$ cat config.mk
export PLATFORM = sky130hd
export DESIGN_NAME = fma_bypass_ctrl_flat
export DESIGN_NICKNAME = d
export VERILOG_FILES = /design/src/rtl/fma_bypass_ctrl_pkg.sv /design/src/rtl/fma_bypass_ctrl_if.sv /design/src/rtl/fma_src_match.sv /design/src/rtl/fma_bypass_ctrl.sv /design/src/flat_wrapper.sv
export SDC_FILE = /design/constraint.sdc
export NUM_CORES = 1
export LEC_CHECK = 0
export ABC_AREA = 1
export CORE_MARGIN = 8
export CORE_UTILIZATION = 40
export DETAILED_ROUTE_END_ITERATION = 10
export GPL_ROUTABILITY_DRIVEN = 0
export PLACE_DENSITY = 0.82
export SLEW_MARGIN = 40
export SYNTH_ARGS = -nofsm -noshare
export SYNTH_HDL_FRONTEND = slang
export SYNTH_HIERARCHICAL = 1
export SYNTH_SLANG_ARGS = --single-unit
$ cat constraint.sdc
create_clock -name clk -period 5.1 [get_ports clk]
set_clock_uncertainty 0.1 [all_clocks]
set_input_delay 1.53 -clock clk [delete_from_list [all_inputs] [get_ports clk]]
set_output_delay 1.53 -clock clk [all_outputs]
set_load 0.1 [all_outputs]
$ cat src/rtl/fma_bypass_ctrl_pkg.sv
// rtl/fma_bypass_ctrl_pkg.sv - shared FMA bypass constants and scoreboard entry type
package fma_bypass_ctrl_pkg;

  localparam int DEF_LAT = 4;
  localparam int DEF_AW  = 5;
  // Entries carry the widest supported address; narrower AW is zero-extended.
  localparam int MAX_AW  = 8;

  typedef struct packed {
    logic              v;
    logic [MAX_AW-1:0] rd;
  } sb_entry_t;

  function automatic logic src_match(input sb_entry_t e, input logic [MAX_AW-1:0] src);
    return e.v && (e.rd == src);
  endfunction

endpackage

$ cat src/rtl/fma_bypass_ctrl_if.sv
// rtl/fma_bypass_ctrl_if.sv - FMA issue handshake with operand bypass selects
interface fma_bypass_ctrl_if
  import fma_bypass_ctrl_pkg::*;
#(
  parameter int AW = DEF_AW
);
  logic          iss_valid;
  logic          iss_ready;
  logic [AW-1:0] iss_xa;
  logic [AW-1:0] iss_za;
  logic [AW-1:0] iss_rd;
  logic [1:0]    bypsel;

  modport master (
    output iss_valid, iss_xa, iss_za, iss_rd,
    input  iss_ready, bypsel
  );

  modport slave (
    input  iss_valid, iss_xa, iss_za, iss_rd,
    output iss_ready, bypsel
  );
endinterface

$ cat src/rtl/fma_src_match.sv
// rtl/fma_src_match.sv - resolves one source operand against the in-flight scoreboard
module fma_src_match
  import fma_bypass_ctrl_pkg::*;
#(
  parameter int LAT = DEF_LAT
) (
  input  sb_entry_t [LAT-1:0] sb,
  input  logic [MAX_AW-1:0]   src,
  output logic                hazard,
  output logic                bypass
);

  // Any younger match hides a stage-LAT match, so the youngest producer wins.
  always_comb begin
    hazard = 1'b0;
    for (int k = 0; k < LAT - 1; k++) begin
      hazard = hazard | src_match(sb[k], src);
    end
    bypass = ~hazard & src_match(sb[LAT-1], src);
  end

endmodule

$ cat src/rtl/fma_bypass_ctrl.sv
// rtl/fma_bypass_ctrl.sv - FMAC issue scoreboard: hazard stall, stage-LAT bypass, writeback tracking
module fma_bypass_ctrl
  import fma_bypass_ctrl_pkg::*;
#(
  parameter int LAT = DEF_LAT,
  parameter int AW  = DEF_AW
) (
  input  logic                  clk,
  input  logic                  reset_n,
  fma_bypass_ctrl_if.slave      iss,
  input  logic                  flush,
  input  logic [63:0]           pre_result,
  output logic [63:0]           wbypass,
  output logic                  wb_valid,
  output logic [AW-1:0]         wb_rd,
  output logic [15:0]           stall_cnt
);

  sb_entry_t [LAT-1:0] sb;
  logic                hz_x, hz_z, by_x, by_z;
  logic                ready, accept, stall_inc;
  logic [MAX_AW-1:0]   xa_ext, za_ext, rd_ext;

  assign xa_ext = MAX_AW'(iss.iss_xa);
  assign za_ext = MAX_AW'(iss.iss_za);
  assign rd_ext = MAX_AW'(iss.iss_rd);

  fma_src_match #(.LAT(LAT)) u_match_x (
    .sb     (sb),
    .src    (xa_ext),
    .hazard (hz_x),
    .bypass (by_x)
  );

  fma_src_match #(.LAT(LAT)) u_match_z (
    .sb     (sb),
    .src    (za_ext),
    .hazard (hz_z),
    .bypass (by_z)
  );

  // Outputs are forced to their idle values while reset is held, before the first edge.
  assign ready         = ~reset_n | (~flush & ~hz_x & ~hz_z);
  assign accept        = reset_n & iss.iss_valid & ready;
  assign stall_inc     = iss.iss_valid & ~ready & ~flush;
  assign iss.iss_ready = ready;
  assign iss.bypsel    = accept ? {by_z, by_x} : 2'b00;

  assign wbypass  = pre_result;
  assign wb_valid = reset_n & sb[LAT-1].v;
  assign wb_rd    = sb[LAT-1].rd[AW-1:0];

  always_ff @(posedge clk) begin
    sb[0].rd <= rd_ext;
    for (int k = 1; k < LAT; k++) begin
      sb[k].rd <= sb[k-1].rd;
    end
    if (!reset_n) begin
      for (int k = 0; k < LAT; k++) begin
        sb[k].v <= 1'b0;
      end
      stall_cnt <= '0;
    end else begin
      sb[0].v <= accept;
      for (int k = 1; k < LAT; k++) begin
        sb[k].v <= sb[k-1].v & ~flush;
      end
      if (stall_inc && stall_cnt != 16'hFFFF) begin
        stall_cnt <= stall_cnt + 16'd1;
      end
    end
  end

endmodule
$ cat src/flat_wrapper.sv
// flat-port wrapper written by rule: the top's interface ports become plain ports
module fma_bypass_ctrl_flat import fma_bypass_ctrl_pkg::*;
#(
  parameter int LAT = DEF_LAT,
  parameter int AW  = DEF_AW
)
  (clk, reset_n, flush, pre_result, wbypass, wb_valid, wb_rd, stall_cnt, iss_iss_valid, iss_iss_xa, iss_iss_za, iss_iss_rd, iss_iss_ready, iss_bypsel);
  fma_bypass_ctrl_if #(.AW(AW)) iss_i ();
  input  logic clk;
  input  logic reset_n;
  input  logic flush;
  input  logic [63:0] pre_result;
  output logic [63:0] wbypass;
  output logic wb_valid;
  output logic [AW-1:0] wb_rd;
  output logic [15:0] stall_cnt;
  input wire logic [$bits(iss_i.iss_valid)-1:0] iss_iss_valid;
  input wire logic [$bits(iss_i.iss_xa)-1:0] iss_iss_xa;
  input wire logic [$bits(iss_i.iss_za)-1:0] iss_iss_za;
  input wire logic [$bits(iss_i.iss_rd)-1:0] iss_iss_rd;
  output wire logic [$bits(iss_i.iss_ready)-1:0] iss_iss_ready;
  output wire logic [$bits(iss_i.bypsel)-1:0] iss_bypsel;
  assign iss_i.iss_valid = iss_iss_valid;
  assign iss_i.iss_xa = iss_iss_xa;
  assign iss_i.iss_za = iss_iss_za;
  assign iss_i.iss_rd = iss_iss_rd;
  assign iss_iss_ready = iss_i.iss_ready;
  assign iss_bypsel = iss_i.bypsel;
  fma_bypass_ctrl #(.LAT(LAT), .AW(AW)) u_core (.clk(clk), .reset_n(reset_n), .iss(iss_i), .flush(flush), .pre_result(pre_result), .wbypass(wbypass), .wb_valid(wb_valid), .wb_rd(wb_rd), .stall_cnt(stall_cnt));
endmodule
== Yosys cells after proc, flatten, opt, wreduce, memory -nomap -nowiden ==
Cells that the tools add are included.

* Bits in registers: 40
* Input port bits: 83
* Output and inout bits: 89
* Word-level logic and storage cells: 51

* Add/sub/neg operators: 1
* Equal/unequal tests: 9
* Muxes and demuxes: 1
* Bitwise gates (word level): 22
* Reduce and logical (&&, ||, !) cells: 9

{| class="wikitable"
|+ Operators by type and width
! cell !! count
|-
| 5-bit equality test || 8
|-
| 16-bit by 1-bit adder with 16-bit output (second input constant) || 1
|-
| 16-bit inequality test (second input constant) || 1
|-
| 1-bit bitwise AND || 12
|-
| 1-bit logical AND || 9
|-
| 1-bit NOT || 5
|-
| 1-bit bitwise OR || 5
|-
| 2-bit 2-to-1 mux || 1
|}

== Longest topological paths before layout ==
* Depth after elaboration: 12
* Depth in mapped cells: 15
* Mapped depth without buffers: 15

== By module ==
The synthesis kept the hierarchy.

{| class="wikitable"
|+ Modules (own cells, without submodules)
! module !! instances !! cells each !! area each (um2) !! seq. area each (um2)
|-
| fma_bypass_ctrl || 1 || 258 || 2,078.2 || 800.8
|-
| fma_src_match || 2 || 119 || 543.0 || 0.0
|}

== Worst setup path after synthesis ==
No wires, ideal clock.

* Path type: input-to-output
* Start: in iss_iss_xa[4]
* End: out iss_bypsel[0]
* Arrival time: 3.741 ns
* Required time: 3.470 ns
* Setup slack: -0.271 ns
* Stages: 12
* Buffers on the path: 1
* Cells stage by stage: buf_2 -> nand2_1 -> inv_1 -> nor2_1 -> nor3_1 -> nand2_1 -> nand3_2 -> nor2_1 -> nand2_1 -> nor3_1 -> inv_1 -> nor2_1

* Longest elaborated chain between the ends: 10
* Elaborated cells on any way between the ends: 17
* Those cells by class: eq/ne (4); mux (1); bitwise (8); reduce/logical (4)

{| class="wikitable"
|+ RTL lines
! what !! line !! RTL
|-
| start, declared || flat_wrapper.sv:18 || <nowiki>input wire logic [$bits(iss_i.iss_xa)-1:0] iss_iss_xa;</nowiki>
|-
| 5-bit equality test || fma_bypass_ctrl_pkg.sv:15 || <nowiki>return e.v && (e.rd == src);</nowiki>
|-
| 1-bit logical AND || fma_bypass_ctrl_pkg.sv:15 ||
|-
| 1-bit bitwise OR || fma_src_match.sv:17 || <nowiki>hazard = hazard | src_match(sb[k], src);</nowiki>
|-
| 1-bit bitwise OR (*) || fma_src_match.sv:17 ||
|-
| net u_core.hz_x || fma_bypass_ctrl.sv:20 || <nowiki>logic hz_x, hz_z, by_x, by_z;</nowiki>
|-
| 1-bit NOT (*) || fma_src_match.sv:19, fma_bypass_ctrl.sv:43 ||
|-
| 1-bit bitwise AND (2 in a row) || fma_bypass_ctrl.sv:43 || <nowiki>assign ready = ~reset_n | (~flush & ~hz_x & ~hz_z);</nowiki>
|-
| 1-bit bitwise OR || fma_bypass_ctrl.sv:43 ||
|-
| 1-bit bitwise AND || fma_bypass_ctrl.sv:44 || <nowiki>assign accept = reset_n & iss.iss_valid & ready;</nowiki>
|-
| 2-bit 2-to-1 mux (*) || fma_bypass_ctrl.sv:47 || <nowiki>assign iss.bypsel = accept ? {by_z, by_x} : 2'b00;</nowiki>
|-
| end, declared || flat_wrapper.sv:22 || <nowiki>output wire logic [$bits(iss_i.bypsel)-1:0] iss_bypsel;</nowiki>
|}

Mark *: on every way through the listed nets, which the timed path passes. The rest lies on a longest branch.

== Worst setup path in the final report ==
* Start: in iss_iss_za[4]
* End: out iss_bypsel[0]

* Longest elaborated chain between the ends: 9
* Elaborated cells on any way between the ends: 13
* Those cells by class: eq/ne (3); mux (1); bitwise (6); reduce/logical (3)

{| class="wikitable"
|+ RTL lines
! what !! line !! RTL
|-
| start, declared || flat_wrapper.sv:19 || <nowiki>input wire logic [$bits(iss_i.iss_za)-1:0] iss_iss_za;</nowiki>
|-
| 5-bit equality test || fma_bypass_ctrl_pkg.sv:15 ||
|-
| 1-bit logical AND || fma_bypass_ctrl_pkg.sv:15 ||
|-
| 1-bit bitwise OR || fma_src_match.sv:17 ||
|-
| 1-bit bitwise OR (*) || fma_src_match.sv:17 ||
|-
| net u_core.hz_z || fma_bypass_ctrl.sv:20 ||
|-
| 1-bit NOT (*) || fma_bypass_ctrl.sv:43 ||
|-
| 1-bit bitwise AND (*) || fma_bypass_ctrl.sv:43 ||
|-
| 1-bit bitwise OR (*) || fma_bypass_ctrl.sv:43 ||
|-
| 1-bit bitwise AND (*) || fma_bypass_ctrl.sv:44 ||
|-
| 2-bit 2-to-1 mux (*) || fma_bypass_ctrl.sv:47 ||
|}

Marks and branches as above.

==> metrics.txt <==
status finished, final reports clean; initial antenna violation count 0; mux share of post-synthesis cell area 0; die height 104.9 um; initial core utilization 0.4116; Fmax 203.1 MHz; Pre-antenna DRT Iters 4; Final Hold Violating Endpoints 0; Clock Tree Buf Depth 2; Placed Area 3396 sq um; Critical Path Max Stage Delay 0.59 ns; Yosys reg bits 40; FP Rows 32; worst path arrival time 3.29 ns; Slew Limit Fails 0; Root Buffer clkbuf_8; P_int 0.5176 mW; Layout Nets 626; total power 0.7348 mW; Synth Warn # 6; Area growth, synth to finish 12.22%; largest net degree at the start of global routing 17; number of global-route vias before repair 2734; most frequent cells in the layout nand2_1 (126), nor2_1 (65), conb_1 (64), inv_1 (61), dfxtp_1 (40); CP Max Fanout 5; sequential share of power 0.455; VDD IR max 0.1576 mV; P_leak 1.764 nW; Synth Area in Compound Gates 0.05299; clk slew on worst S/H paths 0.08 ns; Core Area 7687 sq um; number of diodes 0; wire per inst 11.17 um; switching portion of total power 0.2955; crit end category output pin; Tcrit/Tclk final 0.9653; largest family of logic cells by synthesized area simple AND/OR/NAND/NOR gates; IO Port Bufs 43; Die ar. 11010 sq um; most common cell after layout, fill and taps aside nand2_1; CP max stage cell clkdlybuf4s50_1; final wirelength 7205 um; min Tclk post-route 4.923 ns; Cells after Synth 496; 1st-iter DRT viols 146; via/cell ratio 4.304; Synth Area in XOR/XNOR 0.07197; ranking of synthesized cells by area dfxtp_1 (25%), buf_4 (17%), nand2_1 (15%); Adder-Cell Fraction of Synth Area 0.003954; Seq/Total Area, Yosys 0.2531; final setup margin 0.1768 ns; cts bufs inserted 5; Hold Crit Class register to register; Syn Area/Cell 6.380 sq um; Final Setup Violations 0; combinational share of power 0.191; via count 2776; Pwr Density 206.9 nW/um^2; layout cell share with drive strength beyond 1 0.1455; DRC viols 0; max_cap viols 0; Post-CTS Setup Bufs 0; H-tree levels 2; Antenna Nets Post-Route 0; CP bufs+invs 4; pre-CTS setup slack -0.008908 ns; global-route wire length before repair 12140 um; total net switching power 0.2172 mW; CTS tree done; cell family with most CP delay buffers and inverters; Setup CP Type input pin to output pin; die width 104.9 um; Netlist Area Pre-Place 3164 sq um; RSZ-0062 raised after global routing false; Clk Latency, worst-skew pair 0.29 ns; DP Wirelength 5882 um; setup TNS 0 ns; crit start category input pin; grt ovf 0; cell taking the most area after synthesis dfxtp_1; Post-Synth Simple-Gate Area 0.3602; synth unique cells 27; gr usage total 0.1311; top cell type's share of synthesized area 0.2531; CP required 3.47 ns; Sink Count 40; cell breakdown of the critical path clkdlybuf4s50_1 > xor2_1 > nor2_1 > nand3_2 > nand3_2 > inv_1 > nand2_2 > nor3_4 > inv_2 > nor2_4 > buf_12; final cell area excluding filler cells 3551 sq um; Top-Level Pins 172; most frequent cell on the critical path nand3_2; Clock Power Share 0.353
-- per-stage QoR --
step	hold WS, ns	utilization	std cells
after global routing	0.2976	0.4619	645
after floorplan	0.2702	-	559
after global placement	0.2771	0.4554	637
after CTS	0.2920	0.4564	645
final	0.2861	0.4619	645
after detailed placement	0.2805	0.4417	637
-- Yosys cell counts --
cell type / count
nand2_1: 127
o21ai_1: 2
o21ai_0: 14
nor2_1: 68
buf_4: 71
nand3_2: 7
ha_1: 1
o22ai_1: 2
inv_4: 1
nor2_2: 3
dfxtp_1: 40
a21oi_1: 12
conb_1: 1
inv_1: 66
nor2_4: 5
nor2_8: 1
nand3b_1: 2
buf_2: 2
inv_2: 4
xor2_1: 15
nand3_1: 23
a21boi_0: 2
xnor2_1: 11
nand4_2: 1
nor3_1: 7
nand2_2: 5
nand2_4: 3
-- final timing paths --
path              slack [ns]             startpoint  depth (start not counted)                                to
setup / recovery        0.18          iss_iss_za[4]                         11                     iss_bypsel[0]
hold / removal          0.29  u_core/sb[22]$_DFF_P_                          0           u_core/wb_rd[4]$_DFF_P_
setup reg to reg        3.05  u_core/sb[19]$_DFF_P_                         15  u_core/stall_cnt[5]$_SDFFE_PN0P_
hold reg to reg         0.29  u_core/sb[22]$_DFF_P_                          0           u_core/wb_rd[4]$_DFF_P_
-- state kept, by name, summed over array words and instances (netlist names) --
| name | cells |
|---|---|
| u_core/sb | 19 |
| u_core/stall_cnt | 16 |
| u_core/wb_rd | 5 |
-- power groups by stage --
stage / clock network, mW / logic (mW) / registers (mW)
6_report: 0.260 / 0.140 / 0.335
5_1_grt: 0.281 / 0.157 / 0.337
4_1_cts: 0.266 / 0.135 / 0.335
3_5_place_dp: 0 / 0.135 / 0.342
3_3_place_gp: 0 / 0.136 / 0.341
2_1_floorplan: 0 / 0.330 / 0.348
-- layer usage --
metal | part of all wire | vias to the layer above | global-route usage
met5 | 0 | - | 0
met4 | 0.045 | 0 | 0.09378
met3 | 0.062 | 34 | 0.03563
met2 | 0.48 | 80 | 0.2258
met1 | 0.41 | 1200 | 0.1355
li1 | - | 1462 | -
-- repair_timing --
item,CTS,global route
hold endpoints to repair,0,0
hold buffers,0,0
gates resized for setup,1,20
endpoints found under the setup margin,1,2
pin swaps,0,4
-- cells by family after synthesis --
group | count (synthesis)
adders and majority gates | 1
AOI/OAI and AO/OA | 32
and+or+nand+nor | 252
other | 1
buffers and inverters | 144
DFF | 40
xor gates and xnor gates | 26
-- layout make-up --
type	count	area (sq um)
clock inverter	2	35.03
inverter	71	269.0
tap	102	127.6
timing repair buffer	49	422.9
multi-input combinational	375	1823
sequential	40	800.8
clock buffer	6	72.57
fill	776	4136
Note: power is estimated with default switching activity, not from simulation.
